--- src/rtl/monitor_alarme_sala_pkg.sv ---
// Shared types and constants for the control-room alarm monitor.
package monitor_alarme_sala_pkg;

  typedef enum logic [1:0] {
    NORMAL      = 2'd0,
    SUSPEITO    = 2'd1,
    ALARME      = 2'd2,
    RECONHECIDO = 2'd3
  } estado_t;

  localparam logic MODO_ACIMA  = 1'b0;
  localparam logic MODO_ABAIXO = 1'b1;

endpackage

--- src/rtl/monitor_alarme_sala_canal.sv ---
// One monitored channel: threshold compare, hysteresis clear, persistence
// counter and latched alarm/acknowledge FSM.
module canal_alarme_fsm
  import monitor_alarme_sala_pkg::*;
#(
  parameter int W       = 12,
  parameter int PERSIST = 3,
  parameter int HIST    = 10,
  parameter int CW      = $clog2(PERSIST + 1)
) (
  input  logic         clk,
  input  logic         rst_n,
  input  logic         amostra_valida,
  input  logic [W-1:0] medida,
  input  logic [W-1:0] limiar,
  input  logic         modo_abaixo,
  input  logic         com_sinal,
  input  logic         reconhecer,
  output logic         dispara,
  output logic         ativo_d,
  output logic         alarme_d
);

  localparam int XW = W + 2;
  localparam logic signed [XW-1:0] S_MIN  = {{3{1'b1}}, {(W-1){1'b0}}};
  localparam logic signed [XW-1:0] S_MAX  = {3'b000, {(W-1){1'b1}}};
  localparam logic signed [XW-1:0] U_MIN  = '0;
  localparam logic signed [XW-1:0] U_MAX  = {2'b00, {W{1'b1}}};
  localparam logic signed [XW-1:0] HIST_X = XW'(HIST);
  localparam logic [CW-1:0]        PERSIST_C = CW'(PERSIST);

  estado_t             estado_q, estado_d;
  logic [CW-1:0]       cnt_q, cnt_d;
  logic signed [XW-1:0] med_x, lim_x, margem, faixa_min, faixa_max;
  logic                abaixo, viola, fora_faixa, limpa;

  // Two guard bits instead of one so limiar+HIST never wraps for unsigned
  // inputs; an out-of-range margin simply disables clearing (saturated).
  always_comb begin
    abaixo     = (modo_abaixo == MODO_ABAIXO);
    med_x      = com_sinal ? {{2{medida[W-1]}}, medida} : {2'b00, medida};
    lim_x      = com_sinal ? {{2{limiar[W-1]}}, limiar} : {2'b00, limiar};
    faixa_min  = com_sinal ? S_MIN : U_MIN;
    faixa_max  = com_sinal ? S_MAX : U_MAX;
    margem     = abaixo ? (lim_x + HIST_X) : (lim_x - HIST_X);
    fora_faixa = abaixo ? (margem > faixa_max) : (margem < faixa_min);
    viola      = abaixo ? (med_x <= lim_x) : (med_x >= lim_x);
    limpa      = !fora_faixa && (abaixo ? (med_x > margem) : (med_x < margem));
  end

  always_comb begin
    estado_d = estado_q;
    cnt_d    = cnt_q;
    case (estado_q)
      NORMAL: begin
        if (amostra_valida && viola) begin
          if (PERSIST == 1) begin
            estado_d = ALARME;
          end else begin
            estado_d = SUSPEITO;
            cnt_d    = CW'(1);
          end
        end
      end
      SUSPEITO: begin
        if (amostra_valida) begin
          if (viola) begin
            if (cnt_q + CW'(1) == PERSIST_C) begin
              estado_d = ALARME;
              cnt_d    = '0;
            end else begin
              cnt_d = cnt_q + CW'(1);
            end
          end else begin
            estado_d = NORMAL;
            cnt_d    = '0;
          end
        end
      end
      ALARME: begin
        if (reconhecer) estado_d = RECONHECIDO;
      end
      RECONHECIDO: begin
        if (amostra_valida && limpa) estado_d = NORMAL;
      end
      default: begin
        estado_d = NORMAL;
        cnt_d    = '0;
      end
    endcase
  end

  always_comb begin
    alarme_d = (estado_d == ALARME);
    ativo_d  = (estado_d == ALARME) || (estado_d == RECONHECIDO);
    dispara  = (estado_d == ALARME) && (estado_q != ALARME);
  end

  always_ff @(posedge clk) begin
    if (!rst_n) begin
      estado_q <= NORMAL;
      cnt_q    <= '0;
    end else begin
      estado_q <= estado_d;
      cnt_q    <= cnt_d;
    end
  end

endmodule

--- src/rtl/monitor_alarme_sala.sv ---
// Control-room alarm monitor top: per-channel FSMs, annunciator OR trees and
// first-out latch. All outputs come straight from flops.
module monitor_alarme_sala
  import monitor_alarme_sala_pkg::*;
#(
  parameter int N_CANAIS = 3,
  parameter int W        = 12,
  parameter int PERSIST  = 3,
  parameter int HIST     = 10,
  parameter int CW       = $clog2(PERSIST + 1),
  parameter int IW       = (N_CANAIS > 1) ? $clog2(N_CANAIS) : 1
) (
  input  logic                  clk,
  input  logic                  rst_n,
  input  logic                  amostra_valida,
  input  logic [N_CANAIS*W-1:0] medidas,
  input  logic [N_CANAIS*W-1:0] limiares,
  input  logic [N_CANAIS-1:0]   modo_abaixo,
  input  logic [N_CANAIS-1:0]   com_sinal,
  input  logic [N_CANAIS-1:0]   reconhecer,
  output logic [N_CANAIS-1:0]   canais_alarme,
  output logic                  alarme_sonoro,
  output logic                  alarme_visual,
  output logic [IW-1:0]         primeiro_canal,
  output logic                  primeiro_valido
);

  logic [N_CANAIS-1:0] dispara, ativo_d, alarme_d;

  for (genvar g = 0; g < N_CANAIS; g++) begin : g_canal
    canal_alarme_fsm #(
      .W       (W),
      .PERSIST (PERSIST),
      .HIST    (HIST),
      .CW      (CW)
    ) u_canal (
      .clk            (clk),
      .rst_n          (rst_n),
      .amostra_valida (amostra_valida),
      .medida         (medidas[g*W +: W]),
      .limiar         (limiares[g*W +: W]),
      .modo_abaixo    (modo_abaixo[g]),
      .com_sinal      (com_sinal[g]),
      .reconhecer     (reconhecer[g]),
      .dispara        (dispara[g]),
      .ativo_d        (ativo_d[g]),
      .alarme_d       (alarme_d[g])
    );
  end

  logic [N_CANAIS-1:0] canais_q, canais_d;
  logic                sonoro_q, sonoro_d, visual_q, visual_d;
  logic [IW-1:0]       pc_q, pc_d;
  logic                pv_q, pv_d;

  // Outputs are registered from the channels' next state so an alarm is
  // visible right after the edge that trips it.
  always_comb begin
    canais_d = ativo_d;
    sonoro_d = |alarme_d;
    visual_d = |ativo_d;
    pc_d     = pc_q;
    pv_d     = pv_q;
    if (!(|ativo_d)) begin
      pv_d = 1'b0;
      pc_d = '0;
    end else if (!pv_q && (|dispara)) begin
      pv_d = 1'b1;
      for (int unsigned i = N_CANAIS; i > 0; i--) begin
        if (dispara[i-1]) pc_d = IW'(i - 1);
      end
    end
  end

  always_ff @(posedge clk) begin
    if (!rst_n) begin
      canais_q <= '0;
      sonoro_q <= 1'b0;
      visual_q <= 1'b0;
      pc_q     <= '0;
      pv_q     <= 1'b0;
    end else begin
      canais_q <= canais_d;
      sonoro_q <= sonoro_d;
      visual_q <= visual_d;
      pc_q     <= pc_d;
      pv_q     <= pv_d;
    end
  end

  assign canais_alarme   = canais_q;
  assign alarme_sonoro   = sonoro_q;
  assign alarme_visual   = visual_q;
  assign primeiro_canal  = pc_q;
  assign primeiro_valido = pv_q;

endmodule
--- config.mk ---
export PLATFORM = sky130hd
export DESIGN_NAME = monitor_alarme_sala
export DESIGN_NICKNAME = d
export VERILOG_FILES = /design/src/rtl/monitor_alarme_sala_pkg.sv /design/src/rtl/monitor_alarme_sala_canal.sv /design/src/rtl/monitor_alarme_sala.sv
export SDC_FILE = /design/constraint.sdc
export NUM_CORES = 1
export LEC_CHECK = 0
export ABC_CLOCK_PERIOD_IN_PS = 5860
export CORE_AREA = 2 2 100 102
export CTS_BUF_LIST = sky130_fd_sc_hd__clkbuf_8
export CTS_CLUSTER_SIZE = 30
export DETAILED_ROUTE_END_ITERATION = 6
export DIE_AREA = 0 0 102 104
export GPL_TIMING_DRIVEN = 0
export PLACE_DENSITY_LB_ADDON = 0.08
export SLEW_MARGIN = 20
export SYNTH_ARGS = -nofsm -noshare
export SYNTH_HDL_FRONTEND = slang
export SYNTH_SLANG_ARGS = --single-unit
--- constraint.sdc ---
create_clock -name clk -period 5.86 [get_ports clk]
set_clock_uncertainty 0.15 [all_clocks]
set_input_delay 1.172 -clock clk [delete_from_list [all_inputs] [get_ports clk]]
set_output_delay 1.172 -clock clk [all_outputs]
set_load 0.02 [all_outputs]
==> impl_results.md <==
* Post-Synthesis Cells at 683
* Initial antenna violation count at 0
* Internal at between 500 and 600 uW
* Crit path time final at between 5 and 6 ns
* Site row count at 36
* Final WS setup at roughly 0.14 ns
* Htree depth at 1
* #FFs+latches synth at 20
* Syn nets at a little under 900
* Post-synth cell types at 76
* Worst skew pair latency at ~0.26 ns
* FILL cells at around 850
* Switching power share of the total at between 40% and 50%
* Lkg Pwr at between 3 and 4 nW
* Drt wl/cell at 15.87 um
* Largest net degree at the start of global routing at 13
* DRT iter0 DRCs at 241
* HP Class: reg2reg
* Drt pass-1 iters at 5
* Layout Nets at 1000
* Final Hold Fails at 0
* Inserted Clock Buffers at 3
* Ant diodes at 0
* Maximum vdd drop at around 0.09 mV
* WP data required at 5.87 ns
* Total power per unit cell area at roughly 140 nW/um2
* First-pass GRT wire length at about 23000 um
* Slew of the pin with the lowest slew margin at 0.5821 ns
* Leading post-synthesis cells by cell area: ha_1 28%, dfxtp_1 7.7%, inv_1 5.9%, a21oi_1 4.4%, a21o_1 3.5%
* Area of placed instances at between 6000 and 7000 um2
* Clock Tree Buf Depth at 2
* Most frequent cells in the layout: 111 x ha_1, 87 x clkdlybuf4s50_1, 78 x inv_1
* Cell area after layout at ~6700 um2
* Area share of the largest cell type after synthesis at 27.99%
* Share of cells above drive strength 1 at between 10% and 20%
* Initial Utilization at 54.30%
* Startpoint types: primary input
* Avg Vias per Cell at 5.971
* Io pins at 92
* Routability Congestion at between 0.8 and 0.9
* Core area at 9549 um2
* Most used DFF post-synth: dfxtp_1
* PortBufs at between 90 and 100
* Comb pwr share at between 60% and 70%
* Number of enable flip-flop cells after synthesis at 0
* Drt total wl at about 15000 um
* Clock sinks at 20
* Total die area at approximately 11000 um2
* Total number of vias at around 5500
* Ys async rst share at 0%
* Mean Syn Cell Area at roughly 7.6 um2
* Max incr delay on CP at between 0.5 and 0.6 ns
* Worst setup startpoint: limiares[26]
* Worst path slowest cell: clkdlybuf4s50_1
* Dpl hpwl at roughly 12000 um
* Pre-CTS setup slack at -0.9338 ns
* Crit. End Element: flip-flop
* Outcome: completed
* Root buffer cell: clkbuf_8
* Final setup fails at 0
* Switching power at 398.9 uW
* GRT Resource Usage Total at between 20% and 30%
* Final period util at about 100%
* Area grow syn2layout at 29.46%
* Buffers plus inverters on the worst setup path at 5
* Post-synthesis instance area at 5185 um2
* Crit path DAT at 5.74 ns
* Antenna-violating nets left at 0
* Worst r2r src: g_canal[1].u_canal.cnt_q[1]$_SDFFE_PN0P_
* Clock group share of total power at about 15%
* Largest area contributor in the netlist: ha_1
* Chip height at ~100 um
* Max-Cap Viols at 0
* Register area share after synthesis at 7.722%
* Vias in the first global route at between 5000 and 6000
* Register area at about 400 um2
* Sequential share of power at between 15 and 20%
* Critical path class: in2reg
* Crit path max-delay family: compound AO/OA/AOI/OAI gates
* Max-slew violations at 0
* Fmax at ~170 MHz
* Critical path peak fanout at 4
* Yosys warnings at 0
* Commonest non-fill, non-tap cell in the layout: ha_1
* Gr ovfl total at 0
* CTS tree: built
* Max_slew headroom at 60.65%
* Hold path startpoint: g_canal[1].u_canal.cnt_q[1]$_SDFFE_PN0P_
* CP Cell Sequence: clkdlybuf4s50_1 -> inv_2 -> fa_2 -> nor2b_4 -> o2111ai_4 -> a32oi_2 -> a21oi_2 -> inv_1 -> a21oi_1 -> xnor2_1 -> buf_4 -> buf_4 -> ha_1 -> nand3_1 -> or3_1 -> or4_1 -> o41ai_2 -> a211oi_2 -> a2bb2oi_4 -> or3_1 -> a21o_1
* Drt drc at 0
* Worst-path clk slew at 0.08 ns
* Footprint of the multi-input gates at approximately 4700 um2
* Die width at around 100 um
worst register-to-register path, delay by kind of cell (launching register included):
kind | cells | cell delay [ns]
simple gates | 4 | 0.60
compound gates | 4 | 0.97
flops | 1 | 0.32
state kept, by name, summed over array words and instances (netlist names):
signal / count
g_canal.u_canal.cnt_q: 6
g_canal.u_canal.estado_q: 6
canais_alarme: 3
primeiro_canal: 2
alarme_sonoro: 1
alarme_visual: 1
primeiro_valido: 1
per-stage QoR:
| step | power (mW) | cells | hold slack [ns] | util, % | TNS [ns] |
|---|---|---|---|---|---|
| 3_5_place_dp | 0.7265 | 907 | 0.3166 | 65.58 | -7.614 |
| 2_1_floorplan | 0.5503 | 683 | 0.2851 | - | 0 |
| 5_1_grt | 1.014 | 929 | 0.3840 | 70.30 | -0.09591 |
| 6_report | 0.9353 | 929 | 0.3312 | 70.30 | 0 |
| 3_3_place_gp | 0.7028 | 907 | 0.2951 | 65.58 | -6.606 |
| 4_1_cts | 0.8913 | 924 | 0.3299 | 68.51 | -0.01269 |
power by group through the flow:
stage	registers, mW	logic [mW]	clock network (mW)
final	0.147	0.647	0.141
after detailed placement	0.149	0.577	0
after global routing	0.147	0.719	0.147
after CTS	0.146	0.603	0.142
after global placement	0.149	0.554	0
after floorplan	0.148	0.402	0
cell usage after synthesis, drive strengths merged (4+ instances only):
| library cell | n |
|---|---|
| xnor2 | 19 |
| a21oi | 46 |
| mux2i | 4 |
| o21bai | 7 |
| a21boi | 4 |
| a211o | 5 |
| o41ai | 4 |
| o211ai | 13 |
| xor2 | 8 |
| nand4b | 5 |
| a221oi | 6 |
| or4 | 4 |
| a211oi | 15 |
| nor3 | 10 |
| nand2 | 42 |
| nand4 | 11 |
| nor2 | 41 |
| o2111ai | 4 |
| dfxtp | 20 |
| inv | 82 |
| o21a | 8 |
| and3 | 13 |
| nand3b | 5 |
| or2 | 6 |
| nand3 | 19 |
| o21ai | 33 |
| o22ai | 5 |
| and2 | 13 |
| nand2b | 8 |
| and4 | 4 |
| a31oi | 6 |
| nor2b | 15 |
| ha | 116 |
| or3 | 4 |
| a21o | 24 |
path summary, 6_finish.rpt:
| check | to | slack, ns | depth (start not counted) |
|---|---|---|---|
| max | alarme_visual$_SDFF_PN0_ | 0.14 | 21 |
| min | g_canal[1].u_canal.cnt_q[1]$_SDFFE_PN0P_ | 0.33 | 2 |
| max reg2reg | alarme_sonoro$_SDFF_PN0_ | 3.72 | 8 |
| min reg2reg | g_canal[1].u_canal.cnt_q[1]$_SDFFE_PN0P_ | 0.33 | 2 |
kinds of logic (layout without fill, tap and decap cells):
logic type	count (synthesis)	after routing	share of synthesized area, %
simple gates	210	210	21.79
buf+inv	88	201	6.540
xor+xnor	27	27	4.561
fa+ha+maj	120	120	29.34
compound gates	212	212	28.84
mux	6	6	1.207
flops	20	20	7.722
repair_timing:
item                       CTS  global route
buffers inserted            13             5
hold endpoints to repair     0             0
hold buffers                 0             0
pin swaps                    7            11
setup endpoints to repair   13            10
resized for setup           22            36
layer usage:
layer	global-route usage (%)	vias to the layer above	part of all wire, %
met3	1.613	28	4.0
met5	0	-	0
li1	-	2777	-
met4	4.762	0	1.7
met2	46.80	153	50
met1	34.13	2589	45
layout make-up:
cell class	count	area share, %
buffer	6	0.5592
clock buffer	3	0.6151
clock inverter	1	0.4473
inverter	82	4.753
multi-input combinational	575	69.62
sequential	20	5.965
tap	133	2.479
timing repair buffer	109	15.56
Note: power is estimated with default switching activity, not from simulation.
